## config.mk

```make
export PLATFORM = sky130hd
export DESIGN_NAME = hazard_ctrl_pipe_flat
export DESIGN_NICKNAME = d
export VERILOG_FILES = /design/src/rtl/hazard_ctrl_pipe_pkg.sv /design/src/rtl/hazard_ctrl_pipe_if.sv /design/src/rtl/hazard_ctrl_pipe_cond_check.sv /design/src/rtl/hazard_ctrl_pipe.sv /design/src/flat_wrapper.sv
export SDC_FILE = /design/constraint.sdc
export NUM_CORES = 1
export LEC_CHECK = 0
export ABC_AREA = 1
export BUFFER_PORTS_ARGS = -buffer_cell sky130_fd_sc_hd__buf_2
export CAP_MARGIN = 40
export CORE_MARGIN = 2
export CORE_UTILIZATION = 49
export CTS_BUF_LIST = sky130_fd_sc_hd__clkbuf_16
export DETAILED_ROUTE_END_ITERATION = 8
export HOLD_SLACK_MARGIN = 0.15
export PLACE_DENSITY = 0.89
export SLEW_MARGIN = 20
export SYNTH_ARGS = -nofsm -noshare
export SYNTH_HDL_FRONTEND = slang
export SYNTH_SLANG_ARGS = --single-unit
```

## constraint.sdc

```tcl
create_clock -name clk -period 1.9 [get_ports clk]
set_input_delay 0.095 -clock clk [delete_from_list [all_inputs] [get_ports clk]]
set_output_delay 0.095 -clock clk [all_outputs]
set_load 0.05 [all_outputs]
```

## src/rtl/hazard_ctrl_pipe_pkg.sv

```systemverilog
// Shared types for the hazard/control pipeline: control bundle, ARM condition codes,
// forwarding selects and flag bit positions.
package hazard_ctrl_pipe_pkg;

  localparam int RA_W     = 4;
  localparam int ALUCTL_W = 4;
  localparam int NFLAGS   = 4;
  localparam int PC_REG   = 15;

  // Flag register order is {N,Z,C,V}
  localparam int FLAG_N = 3;
  localparam int FLAG_Z = 2;
  localparam int FLAG_C = 1;
  localparam int FLAG_V = 0;

  typedef struct packed {
    logic [1:0]          flag_w;   // [1] writes N,Z  [0] writes C,V
    logic                pcs;
    logic                reg_w;
    logic                mem_w;
    logic                mem_to_reg;
    logic                alu_src;
    logic [ALUCTL_W-1:0] alu_ctl;
    logic                branch;
    logic                bl;
  } ctrl_t;

  typedef enum logic [3:0] {
    EQ, NE, CS, CC, MI, PL, VS, VC, HI, LS, GE, LT, GT, LE, AL, NV
  } cond_e;

  typedef enum logic [1:0] {
    FWD_RF = 2'b00,
    FWD_W  = 2'b01,
    FWD_M  = 2'b10
  } fwd_sel_e;

endpackage

```

## src/rtl/hazard_ctrl_pipe_if.sv

```systemverilog
// Decoder/datapath-facing signal bundle of hazard_ctrl_pipe; master drives the D-stage
// side, slave is the control unit itself.
interface hazard_ctrl_pipe_if #(parameter int RA_W = 4);
  import hazard_ctrl_pipe_pkg::*;

  logic              valid_d;
  ctrl_t             ctrl_d;
  logic [3:0]        cond_d;
  logic [RA_W-1:0]   ra1_d;
  logic [RA_W-1:0]   ra2_d;
  logic [RA_W-1:0]   wa_d;
  logic [NFLAGS-1:0] alu_flags_e;

  ctrl_t             ctrl_e;
  logic              pc_src_w;
  logic              reg_write_w;
  logic              mem_write_m;
  logic              mem_to_reg_w;
  logic              branch_taken_e;
  logic              stall_f;
  logic              stall_d;
  logic              flush_d;
  logic              flush_e;
  logic [1:0]        fwd_a_e;
  logic [1:0]        fwd_b_e;
  logic [NFLAGS-1:0] flags;

  modport master (
    output valid_d, ctrl_d, cond_d, ra1_d, ra2_d, wa_d, alu_flags_e,
    input  ctrl_e, pc_src_w, reg_write_w, mem_write_m, mem_to_reg_w, branch_taken_e,
           stall_f, stall_d, flush_d, flush_e, fwd_a_e, fwd_b_e, flags
  );

  modport slave (
    input  valid_d, ctrl_d, cond_d, ra1_d, ra2_d, wa_d, alu_flags_e,
    output ctrl_e, pc_src_w, reg_write_w, mem_write_m, mem_to_reg_w, branch_taken_e,
           stall_f, stall_d, flush_d, flush_e, fwd_a_e, fwd_b_e, flags
  );

endinterface

```

## src/rtl/hazard_ctrl_pipe_cond_check.sv

```systemverilog
// ARM condition-field evaluation against the {N,Z,C,V} flag register.
module hazard_ctrl_pipe_cond_check
  import hazard_ctrl_pipe_pkg::*;
(
  input  logic [3:0]        cond,
  input  logic [NFLAGS-1:0] flags,
  output logic              cond_ok
);

  logic n, z, c, v;
  assign n = flags[FLAG_N];
  assign z = flags[FLAG_Z];
  assign c = flags[FLAG_C];
  assign v = flags[FLAG_V];

  always_comb begin
    // NOTE: default assignment first so no path through the case leaves cond_ok unassigned (no latch).
    cond_ok = 1'b0;
    case (cond_e'(cond))
      EQ: cond_ok = z;
      NE: cond_ok = ~z;
      CS: cond_ok = c;
      CC: cond_ok = ~c;
      MI: cond_ok = n;
      PL: cond_ok = ~n;
      VS: cond_ok = v;
      VC: cond_ok = ~v;
      HI: cond_ok = c & ~z;
      LS: cond_ok = ~c | z;
      GE: cond_ok = (n == v);
      LT: cond_ok = (n != v);
      GT: cond_ok = ~z & (n == v);
      LE: cond_ok = z | (n != v);
      AL: cond_ok = 1'b1;
      default: cond_ok = 1'b0;   // NV never executes
    endcase
  end

endmodule

```

## src/rtl/hazard_ctrl_pipe.sv

```systemverilog
// Pipelined control + hazard unit for the 5-stage ARM-subset core (D->E->M->W).
// Define FORWARD_EN for operand forwarding; otherwise RAW hazards on E/M results stall D.
module hazard_ctrl_pipe
  import hazard_ctrl_pipe_pkg::*;
#(
  parameter int RA_W   = hazard_ctrl_pipe_pkg::RA_W,
  parameter int PC_REG = hazard_ctrl_pipe_pkg::PC_REG
) (
  input logic               clk,
  input logic               reset_n,
  hazard_ctrl_pipe_if.slave io
);

`ifdef FORWARD_EN
  localparam bit FORWARD = 1'b1;
`else
  localparam bit FORWARD = 1'b0;
`endif

  localparam logic [RA_W-1:0] PC_IDX = RA_W'(PC_REG);

  // E stage
  logic              valid_e;
  ctrl_t             ctrl_e_q;
  logic [3:0]        cond_e_q;
  logic [RA_W-1:0]   ra1_e, ra2_e, wa_e;
  // M stage (writes already gated by condition)
  logic              reg_write_m, mem_write_m, mem_to_reg_m, pcs_m;
  logic [RA_W-1:0]   wa_m;
  // W stage
  logic              reg_write_w, pc_src_w, mem_to_reg_w;
  logic [RA_W-1:0]   wa_w;

  logic [NFLAGS-1:0] flags_q;
  logic              cond_ok_e, exec_e;
  logic              ldr_stall, dep_stall, hold, pc_wr_pend, branch_taken;
  logic              flush_e_int;
  fwd_sel_e          fwd_a, fwd_b;

  hazard_ctrl_pipe_cond_check u_cond (
    .cond    (cond_e_q),
    .flags   (flags_q),
    .cond_ok (cond_ok_e)
  );

  assign exec_e       = valid_e & cond_ok_e;
  assign branch_taken = exec_e & ctrl_e_q.branch;
  assign ldr_stall    = valid_e & ctrl_e_q.mem_to_reg & (wa_e != PC_IDX) &
                        ((wa_e == io.ra1_d) | (wa_e == io.ra2_d));
  assign pc_wr_pend   = (io.valid_d & io.ctrl_d.pcs) | (exec_e & ctrl_e_q.pcs) | pcs_m;

  always_comb begin
    fwd_a     = FWD_RF;
    fwd_b     = FWD_RF;
    dep_stall = 1'b0;
    if (FORWARD) begin
      if (reg_write_m && wa_m == ra1_e && ra1_e != PC_IDX)      fwd_a = FWD_M;
      else if (reg_write_w && wa_w == ra1_e && ra1_e != PC_IDX) fwd_a = FWD_W;
      if (reg_write_m && wa_m == ra2_e && ra2_e != PC_IDX)      fwd_b = FWD_M;
      else if (reg_write_w && wa_w == ra2_e && ra2_e != PC_IDX) fwd_b = FWD_W;
    end else begin
      // W is covered by the write-first register file, so only E and M producers block D
      dep_stall = ((io.ra1_d != PC_IDX) &&
                   ((exec_e && ctrl_e_q.reg_w && wa_e == io.ra1_d) ||
                    (reg_write_m && wa_m == io.ra1_d))) ||
                  ((io.ra2_d != PC_IDX) &&
                   ((exec_e && ctrl_e_q.reg_w && wa_e == io.ra2_d) ||
                    (reg_write_m && wa_m == io.ra2_d)));
    end
  end

  assign hold        = ldr_stall | dep_stall;
  assign flush_e_int = hold | branch_taken;

  // Reset forces every combinational output low as well as the registers
  assign io.stall_f        = reset_n & (hold | pc_wr_pend);
  assign io.stall_d        = reset_n & hold & ~branch_taken;
  assign io.flush_d        = reset_n & (pc_wr_pend | pc_src_w | branch_taken);
  assign io.flush_e        = reset_n & flush_e_int;
  assign io.branch_taken_e = reset_n & branch_taken;
  assign io.fwd_a_e        = reset_n ? fwd_a : FWD_RF;
  assign io.fwd_b_e        = reset_n ? fwd_b : FWD_RF;

  assign io.ctrl_e       = ctrl_e_q;
  assign io.flags        = flags_q;
  assign io.mem_write_m  = mem_write_m;
  assign io.reg_write_w  = reg_write_w;
  assign io.pc_src_w     = pc_src_w;
  assign io.mem_to_reg_w = mem_to_reg_w;

  // NOTE: sequential state uses non-blocking assignments so every stage samples pre-edge values.
  always_ff @(posedge clk or negedge reset_n) begin
    if (!reset_n) begin
      valid_e  <= 1'b0;
      ctrl_e_q <= '0;
      cond_e_q <= '0;
      ra1_e    <= '0;
      ra2_e    <= '0;
      wa_e     <= '0;
    end else if (flush_e_int || !io.valid_d) begin
      valid_e  <= 1'b0;
      ctrl_e_q <= '0;
      cond_e_q <= '0;
      ra1_e    <= '0;
      ra2_e    <= '0;
      wa_e     <= '0;
    end else begin
      valid_e  <= 1'b1;
      ctrl_e_q <= io.ctrl_d;
      cond_e_q <= io.cond_d;
      ra1_e    <= io.ra1_d;
      ra2_e    <= io.ra2_d;
      wa_e     <= io.wa_d;
    end
  end

  always_ff @(posedge clk or negedge reset_n) begin
    if (!reset_n) begin
      reg_write_m  <= 1'b0;
      mem_write_m  <= 1'b0;
      mem_to_reg_m <= 1'b0;
      pcs_m        <= 1'b0;
      wa_m         <= '0;
      reg_write_w  <= 1'b0;
      pc_src_w     <= 1'b0;
      mem_to_reg_w <= 1'b0;
      wa_w         <= '0;
    end else begin
      reg_write_m  <= exec_e & ctrl_e_q.reg_w;
      mem_write_m  <= exec_e & ctrl_e_q.mem_w;
      mem_to_reg_m <= ctrl_e_q.mem_to_reg;
      pcs_m        <= exec_e & ctrl_e_q.pcs;
      wa_m         <= wa_e;
      reg_write_w  <= reg_write_m;
      pc_src_w     <= pcs_m;
      mem_to_reg_w <= mem_to_reg_m;
      wa_w         <= wa_m;
    end
  end

  // A failed-condition instruction never touches the flags
  always_ff @(posedge clk or negedge reset_n) begin
    if (!reset_n) begin
      flags_q <= '0;
    end else begin
      if (exec_e && ctrl_e_q.flag_w[1])
        flags_q[FLAG_N:FLAG_Z] <= io.alu_flags_e[FLAG_N:FLAG_Z];
      if (exec_e && ctrl_e_q.flag_w[0])
        flags_q[FLAG_C:FLAG_V] <= io.alu_flags_e[FLAG_C:FLAG_V];
    end
  end

endmodule
```

## src/flat_wrapper.sv

```systemverilog
// flat-port wrapper written by rule: the top's interface ports become plain ports
module hazard_ctrl_pipe_flat import hazard_ctrl_pipe_pkg::*;
#(
  parameter int RA_W   = hazard_ctrl_pipe_pkg::RA_W,
  parameter int PC_REG = hazard_ctrl_pipe_pkg::PC_REG
)
  (clk, reset_n, io_valid_d, io_ctrl_d, io_cond_d, io_ra1_d, io_ra2_d, io_wa_d, io_alu_flags_e, io_ctrl_e, io_pc_src_w, io_reg_write_w, io_mem_write_m, io_mem_to_reg_w, io_branch_taken_e, io_stall_f, io_stall_d, io_flush_d, io_flush_e, io_fwd_a_e, io_fwd_b_e, io_flags);
  hazard_ctrl_pipe_if #(.RA_W(RA_W)) io_i ();
  input logic clk;
  input logic reset_n;
  input wire logic [$bits(io_i.valid_d)-1:0] io_valid_d;
  input wire logic [$bits(io_i.ctrl_d)-1:0] io_ctrl_d;
  input wire logic [$bits(io_i.cond_d)-1:0] io_cond_d;
  input wire logic [$bits(io_i.ra1_d)-1:0] io_ra1_d;
  input wire logic [$bits(io_i.ra2_d)-1:0] io_ra2_d;
  input wire logic [$bits(io_i.wa_d)-1:0] io_wa_d;
  input wire logic [$bits(io_i.alu_flags_e)-1:0] io_alu_flags_e;
  output wire logic [$bits(io_i.ctrl_e)-1:0] io_ctrl_e;
  output wire logic [$bits(io_i.pc_src_w)-1:0] io_pc_src_w;
  output wire logic [$bits(io_i.reg_write_w)-1:0] io_reg_write_w;
  output wire logic [$bits(io_i.mem_write_m)-1:0] io_mem_write_m;
  output wire logic [$bits(io_i.mem_to_reg_w)-1:0] io_mem_to_reg_w;
  output wire logic [$bits(io_i.branch_taken_e)-1:0] io_branch_taken_e;
  output wire logic [$bits(io_i.stall_f)-1:0] io_stall_f;
  output wire logic [$bits(io_i.stall_d)-1:0] io_stall_d;
  output wire logic [$bits(io_i.flush_d)-1:0] io_flush_d;
  output wire logic [$bits(io_i.flush_e)-1:0] io_flush_e;
  output wire logic [$bits(io_i.fwd_a_e)-1:0] io_fwd_a_e;
  output wire logic [$bits(io_i.fwd_b_e)-1:0] io_fwd_b_e;
  output wire logic [$bits(io_i.flags)-1:0] io_flags;
  assign io_i.valid_d = io_valid_d;
  assign io_i.ctrl_d = io_ctrl_d;
  assign io_i.cond_d = io_cond_d;
  assign io_i.ra1_d = io_ra1_d;
  assign io_i.ra2_d = io_ra2_d;
  assign io_i.wa_d = io_wa_d;
  assign io_i.alu_flags_e = io_alu_flags_e;
  assign io_ctrl_e = io_i.ctrl_e;
  assign io_pc_src_w = io_i.pc_src_w;
  assign io_reg_write_w = io_i.reg_write_w;
  assign io_mem_write_m = io_i.mem_write_m;
  assign io_mem_to_reg_w = io_i.mem_to_reg_w;
  assign io_branch_taken_e = io_i.branch_taken_e;
  assign io_stall_f = io_i.stall_f;
  assign io_stall_d = io_i.stall_d;
  assign io_flush_d = io_i.flush_d;
  assign io_flush_e = io_i.flush_e;
  assign io_fwd_a_e = io_i.fwd_a_e;
  assign io_fwd_b_e = io_i.fwd_b_e;
  assign io_flags = io_i.flags;
  hazard_ctrl_pipe #(.RA_W(RA_W), .PC_REG(PC_REG)) u_core (.clk(clk), .reset_n(reset_n), .io(io_i));
endmodule
```

==> flow_summary.yaml, run 1 <==
critical_path:
  critical-path-top-delay-family: "simple AND/OR/NAND/NOR gates"
  cp.depth: 14
  cp_common_cell: "nand3_4"
  startpoint_type: "flip-flop"
  reg2reg_depth: 15
  critPathCaptureType: "output port"
  crit_fanout: 5
  r2r-start: "u_core.cond_e_q[0]$_DFF_PN0_"
  path_cells: "nor2_1, nand3_1, nand2_1, inv_1, nand2_2, nor2_4, nand3_4, nand4_1, nand2_2, nand2_4, nand3_4, nand3_4, clkinvlp_4, buf_8"
  crit_path_top_delay_cell: "dfrtp_2"
  cp.required_ps: 1800
  reg2reg_slack_ps: -270
  criticalPathCategory: "reg -> out"
  timing.rr.end: "u_core.io.ctrl_e[9]$_DFF_PN0_"
  crit_buf_inv: 3
  arrival_ps: 2120
  cpPeakStageDelay_ps: 470
die:
  die-area_um2: 4303
  die_h_um: 65.60
  die_x_um: 65.60
  io-pin-count: 66
  coreArea_um2: 3661
  rows: 22
  start_util: 0.5079
synthesis:
  synth_top_area_cell: "dfrtp_1"
  synth_top_cell_area_share: 0.4980
  syn_avg_cell_area_um2: 8.688
  ys_ff_latch: 37
  seq_area_frac_synth: 0.4980
  syn_inst: 214
  ys_top_cells_by_area: "dfrtp_1, inv_1, nor2_2"
  synth_area_um2: 1859
  synth.distinct_cells: 24
  yosysWarningCount: 0
routing:
  ant_nets: 0
  dr.pass1.iters: 4
  wl_mm: 5.346
  wl_per_cell_um: 14.61
  drtIter0Drc: 66
  drcViolationCount: 0
  vias_per_cell: 4.842
  vias: 1772
cts:
  clk_latency_ps: 280
  numCtsBuffers: 5
  clock_path_buffers: 2
  cts.clk_slew.worst_paths_ps: 60
  clkSinkCount: 37
  root_buffer: "clkbuf_16"
  cts_tree: "yes"
  h-tree-depth: 2
timing:
  fin_crit_sh: 1.166
  final_max_slew_viol_count: 0
  rsz0062_at_grt: "true"
  skew_ps: 5.184
  setup_violations: 27
  finalHoldViolations: 0
  period_needed_ps: 2216
  max_clock_freq_mhz: 451.3
  timing.final.ws_setup_ps: -315.6
  holdWs_ps: 172.1
final_layout:
  drive_gt1_frac: 0.4591
  n_antenna_cell: 0
  stdcell_area_um2: 2990
  layout.nets: 353
  syn_to_final_growth_pct: 60.83
  fill_cells: 208
place:
  pre_cts_ws_ps: -53.81
  gp_congestion: 0.9236
  dpl_cell_area_um2: 2308
  portBuffers: 61
  hpwl_mm: 3.105
global_route:
  grt_util_all_layers: 0.2673
  antenna_found_initial: 0
  grt_max_degree: 36
  grt_pass1_vias: 1846
  grt-ovfl-total: 0
  grt_pass1_wl_mm: 8.507
pwr:
  p_total_mw: 3.140
  peakVddDrop_v: 0.0007442
  powerDensity_nw_per_um2: 1050
  p_leak_nw: 1.591
run_status:
  violations: "setup timing"
  status: "finished with violations"
flow_run:
  cap_viol_max_count: 0
min_path:
  hp-class: "in -> async"
## worst max path at each step
stage,startpoint,end,slack (ps)
finish,u_core.cond_e_q[3]$_DFF_PN0_,io_stall_d,-320
global route,u_core.cond_e_q[3]$_DFF_PN0_,io_stall_d,-460
CTS,u_core.cond_e_q[1]$_DFF_PN0_,io_stall_f,-220
detailed placement,u_core.cond_e_q[0]$_DFF_PN0_,io_flush_d,-50
global placement,u_core.cond_e_q[0]$_DFF_PN0_,io_flush_d,5
floorplan,u_core.io.flags[0]$_DFFE_PN0P_,io_flush_d,-30
## cells by family after synthesis
group | after synthesis | share of synthesized area
simple gates | 99 | 0.2685
buf+inv | 51 | 0.1211
flops | 37 | 0.4980
xor+xnor | 16 | 0.07537
compound gates | 10 | 0.03500
other cells | 1 | 0.002017
## power by group
part           internal (mW)  total [mW]  switching [mW]
registers              0.905        1.03           0.121
clock network          0.614       0.935           0.321
logic                  0.412        1.18           0.768
## cell usage in the layout (no fill, tap or decap), types with 10 or more instances in the layout
cell / count
nor2_2: 17
dlygate4sd3_1: 26
nand3_1: 10
nor2_4: 10
dfrtp_1: 29
nor2_1: 14
buf_2: 56
nand2_1: 23
inv_1: 36
## metrics by stage
step                  util  setup TNS (ps)  cells
floorplan                -          -28.37    217
global placement    0.6306               0    327
detailed placement  0.6306          -572.8    327
CTS                 0.7843           -3896    365
global route        0.8168          -10450    366
finish              0.8168           -6842    366
## flip-flops by register name, summed over array words and instances, names as in the netlist
register	flops
u_core.io.ctrl_e	13
u_core.pcs_m	1
u_core.reg_write_m	1
u_core.valid_e	1
u_core.cond_e_q	4
u_core.io.pc_src_w	1
u_core.mem_to_reg_m	1
u_core.io.mem_to_reg_w	1
u_core.io.reg_write_w	1
u_core.io.mem_write_m	1
u_core.io.flags	4
u_core.wa_m	4
u_core.wa_e	4
## cell usage after synthesis
| library cell | count |
|---|---|
| nor2_1 | 22 |
| nand2_2 | 1 |
| a21oi_4 | 1 |
| buf_4 | 5 |
| dfrtp_1 | 37 |
| nand3_2 | 1 |
| o21ai_0 | 1 |
| nand2_1 | 31 |
| nand2_4 | 1 |
| a21oi_1 | 6 |
| inv_2 | 2 |
| nand4_2 | 1 |
| a21boi_0 | 1 |
| xor2_1 | 8 |
| inv_1 | 42 |
| a31oi_1 | 1 |
| nor2_2 | 19 |
| conb_1 | 1 |
| nand4_4 | 1 |
| and2_0 | 1 |
| nand4_1 | 7 |
| xnor2_1 | 8 |
| buf_6 | 2 |
| nand3_1 | 14 |
## what timing repair did
action / 4_1_cts / 5_1_grt
gates cloned: 0 / 1
resized for setup: 35 / 24
hold buffers: 26 / 0
pin swaps: 12 / 11
endpoints found under the setup margin: 26 / 30
endpoints found under the hold margin: 62 / 0
setup buffers: 4 / 1
## layout make-up
type | instances | area (um2) | area share
Sequential cell | 37 | 935.9 | 0.3130
Multi-Input combinational cell | 129 | 910.9 | 0.3046
Timing Repair Buffer | 100 | 748.2 | 0.2502
Inverter | 44 | 168.9 | 0.05649
Clock buffer | 5 | 125.1 | 0.04184
Tap cell | 48 | 60.06 | 0.02008
Clock inverter | 3 | 41.29 | 0.01381
## metal layers
layer	vias to the layer above	global-route usage	share of wire
met5	-	0	0
met4	0	0.1042	0.028
met3	17	0.05137	0.040
met2	71	0.4898	0.54
met1	843	0.3049	0.39
li1	841	-	-
No activity file was read; power rests on OpenSTA's default activity.
==> run 2, diff against run 1 <==
CORE_ASPECT_RATIO = 0.6   (was default)
SETUP_SLACK_MARGIN = 0.2   (was default)
==> flow_summary.yaml, run 2 (synthesis gave the netlist of run 1 again) <==
place:
  portBuffers: 61
  pre_cts_ws_ps: -72.11
  gp_congestion: 0.8524
  hpwl_mm: 3.383
global_route:
  antenna_found_initial: 0
  grt_pass1_vias: 2087
  grt_util_all_layers: 0.3567
  grt_pass1_wl_mm: 11.14
  grt-ovfl-total: 0
  grt_max_degree: 30
timing:
  setup_violations: 31
  period_needed_ps: 2413
  setup_tns_ps: -11320
  finalHoldViolations: 0
  skew_ps: 12.97
  timing.final.ws_setup_ps: -513.3
  fin_crit_sh: 1.270
  final_max_slew_viol_count: 0
  rsz0062_at_grt: "true"
  max_clock_freq_mhz: 414.4
pwr:
  comb_power_share: 0.448
  swShare: 0.4516
  clockPowerShare: 0.242
  peakVddDrop_v: 0.001224
  p_sw_mw: 1.555
  p_leak_nw: 1.635
  powerDensity_nw_per_um2: 1071
  p_int_mw: 1.888
  pwr-share-seq: 0.310
final_layout:
  final_cell_mix: "buf_2, inv_1, dfrtp_1"
  largest_reg_flops: 13
  layout_commonest_cell: "buf_2"
  syn_to_final_growth_pct: 72.81
  layout.nets: 360
  n_antenna_cell: 0
  drive_gt1_frac: 0.5415
routing:
  ant_nets: 0
  wl_mm: 9.287
  dr.pass1.iters: 7
  wl_per_cell_um: 24.97
  vias: 2247
  drtIter0Drc: 374
  drcViolationCount: 0
  vias_per_cell: 6.040
critical_path:
  crit_start: "u_core.cond_e_q[1]$_DFF_PN0_"
  r2r-start: "u_core.cond_e_q[1]$_DFF_PN0_"
  critPathCaptureType: "output port"
  startpoint_type: "flip-flop"
  reg2reg_depth: 15
  timing.rr.end: "u_core.io.ctrl_e[11]$_DFF_PN0_"
  crit_end: "io_stall_d"
  criticalPathCategory: "reg -> out"
  cp.required_ps: 1800
  arrival_ps: 2320
  reg2reg_slack_ps: -500
  crit_fanout: 6
die:
  die_x_um: 83.53
  start_util: 0.5082
  die-area_um2: 4320
  die_h_um: 51.72
  coreArea_um2: 3659
  rows: 17
  io-pin-count: 66
run_status:
  status: "finished with violations"
  violations: "setup timing"
cts:
  clock_path_buffers: 2
  numCtsBuffers: 5
  h-tree-depth: 2
  cts.clk_slew.worst_paths_ps: 70
  clkSinkCount: 37
  cts_tree: "yes"
  root_buffer: "clkbuf_16"
  clk_latency_ps: 300
min_path:
  hp-class: "in -> async"
flow_run:
  cap_viol_max_count: 0
run 2: worst min path at each step:
stage | startpoint | end | slack [ps]
4_1_cts | reset_n | u_core.io.ctrl_e[1]$_DFF_PN0_ | 230
3_5_place_dp | reset_n | u_core.io.ctrl_e[10]$_DFF_PN0_ | -10
2_1_floorplan | reset_n | u_core.cond_e_q[0]$_DFF_PN0_ | -200
3_3_place_gp | reset_n | u_core.pcs_m$_DFF_PN0_ | -10
5_1_grt | reset_n | u_core.io.ctrl_e[4]$_DFF_PN0_ | 250
6_report | reset_n | u_core.io.ctrl_e[4]$_DFF_PN0_ | 230
run 2: cell type report:
type                    instances  area, um2
clock inverters                 3      11.26
inverters                      44      178.9
clock buffers                   5      125.1
flip-flops and latches         37      935.9
fillers                       123      445.4
repair buffers                107      807.0
multi-input cells             129       1096
well taps                      47      58.81
run 2: per-stage QoR:
stage                     hold slack (ps)  area (um2)  utilization  instances  power (mW)
final                               234.5        3213       0.8782        372       3.443
after global routing                247.9        3213       0.8782        372       3.538
after CTS                           232.2        2909       0.7951        362       2.920
after detailed placement           -11.95        2301       0.6289        322       1.976
after global placement             -13.98        2301       0.6289        322       1.950
after floorplan                    -200.6        1954            -        217       1.728
run 2: repair_timing:
item | in CTS | in global routing
setup buffers | 5 | 10
endpoints found under the hold margin | 62 | 0
hold buffers | 26 | 0
pin swaps | 10 | 14
resized for setup | 43 | 59
endpoints found under the setup margin | 27 | 34
gates cloned | 1 | 0
run 2: worst max-delay path, cell delays in order (launching register included):
cell and delay [ps]:
dfrtp_2 470, inv_4 70, buf_4 140, nand3_2 70, nand3_1 120, nand2_1 120
nand2_1 80, inv_2 70, nand3_4 120, nand4_1 100, nand2_1 90, nand2_4 110
nand3_4 110, nand3_4 90, clkinvlp_4 100, buf_8 160
run 2: per-layer routing:
metal	vias up	track usage	wire length [um]
met2	286	0.5753	3824
met1	1008	0.3845	3182
met4	0	0.2742	812
met5	-	0	0
li1	861	-	-
met3	92	0.1476	1467
run 2: power by group through the flow:
stage | combinational, mW | clock (mW) | sequential, mW
2_1_floorplan | 0.459 | 0 | 1.27
3_5_place_dp | 0.950 | 0 | 1.03
3_3_place_gp | 0.931 | 0 | 1.02
6_report | 1.54 | 0.832 | 1.07
4_1_cts | 1.12 | 0.785 | 1.02
5_1_grt | 1.58 | 0.884 | 1.07
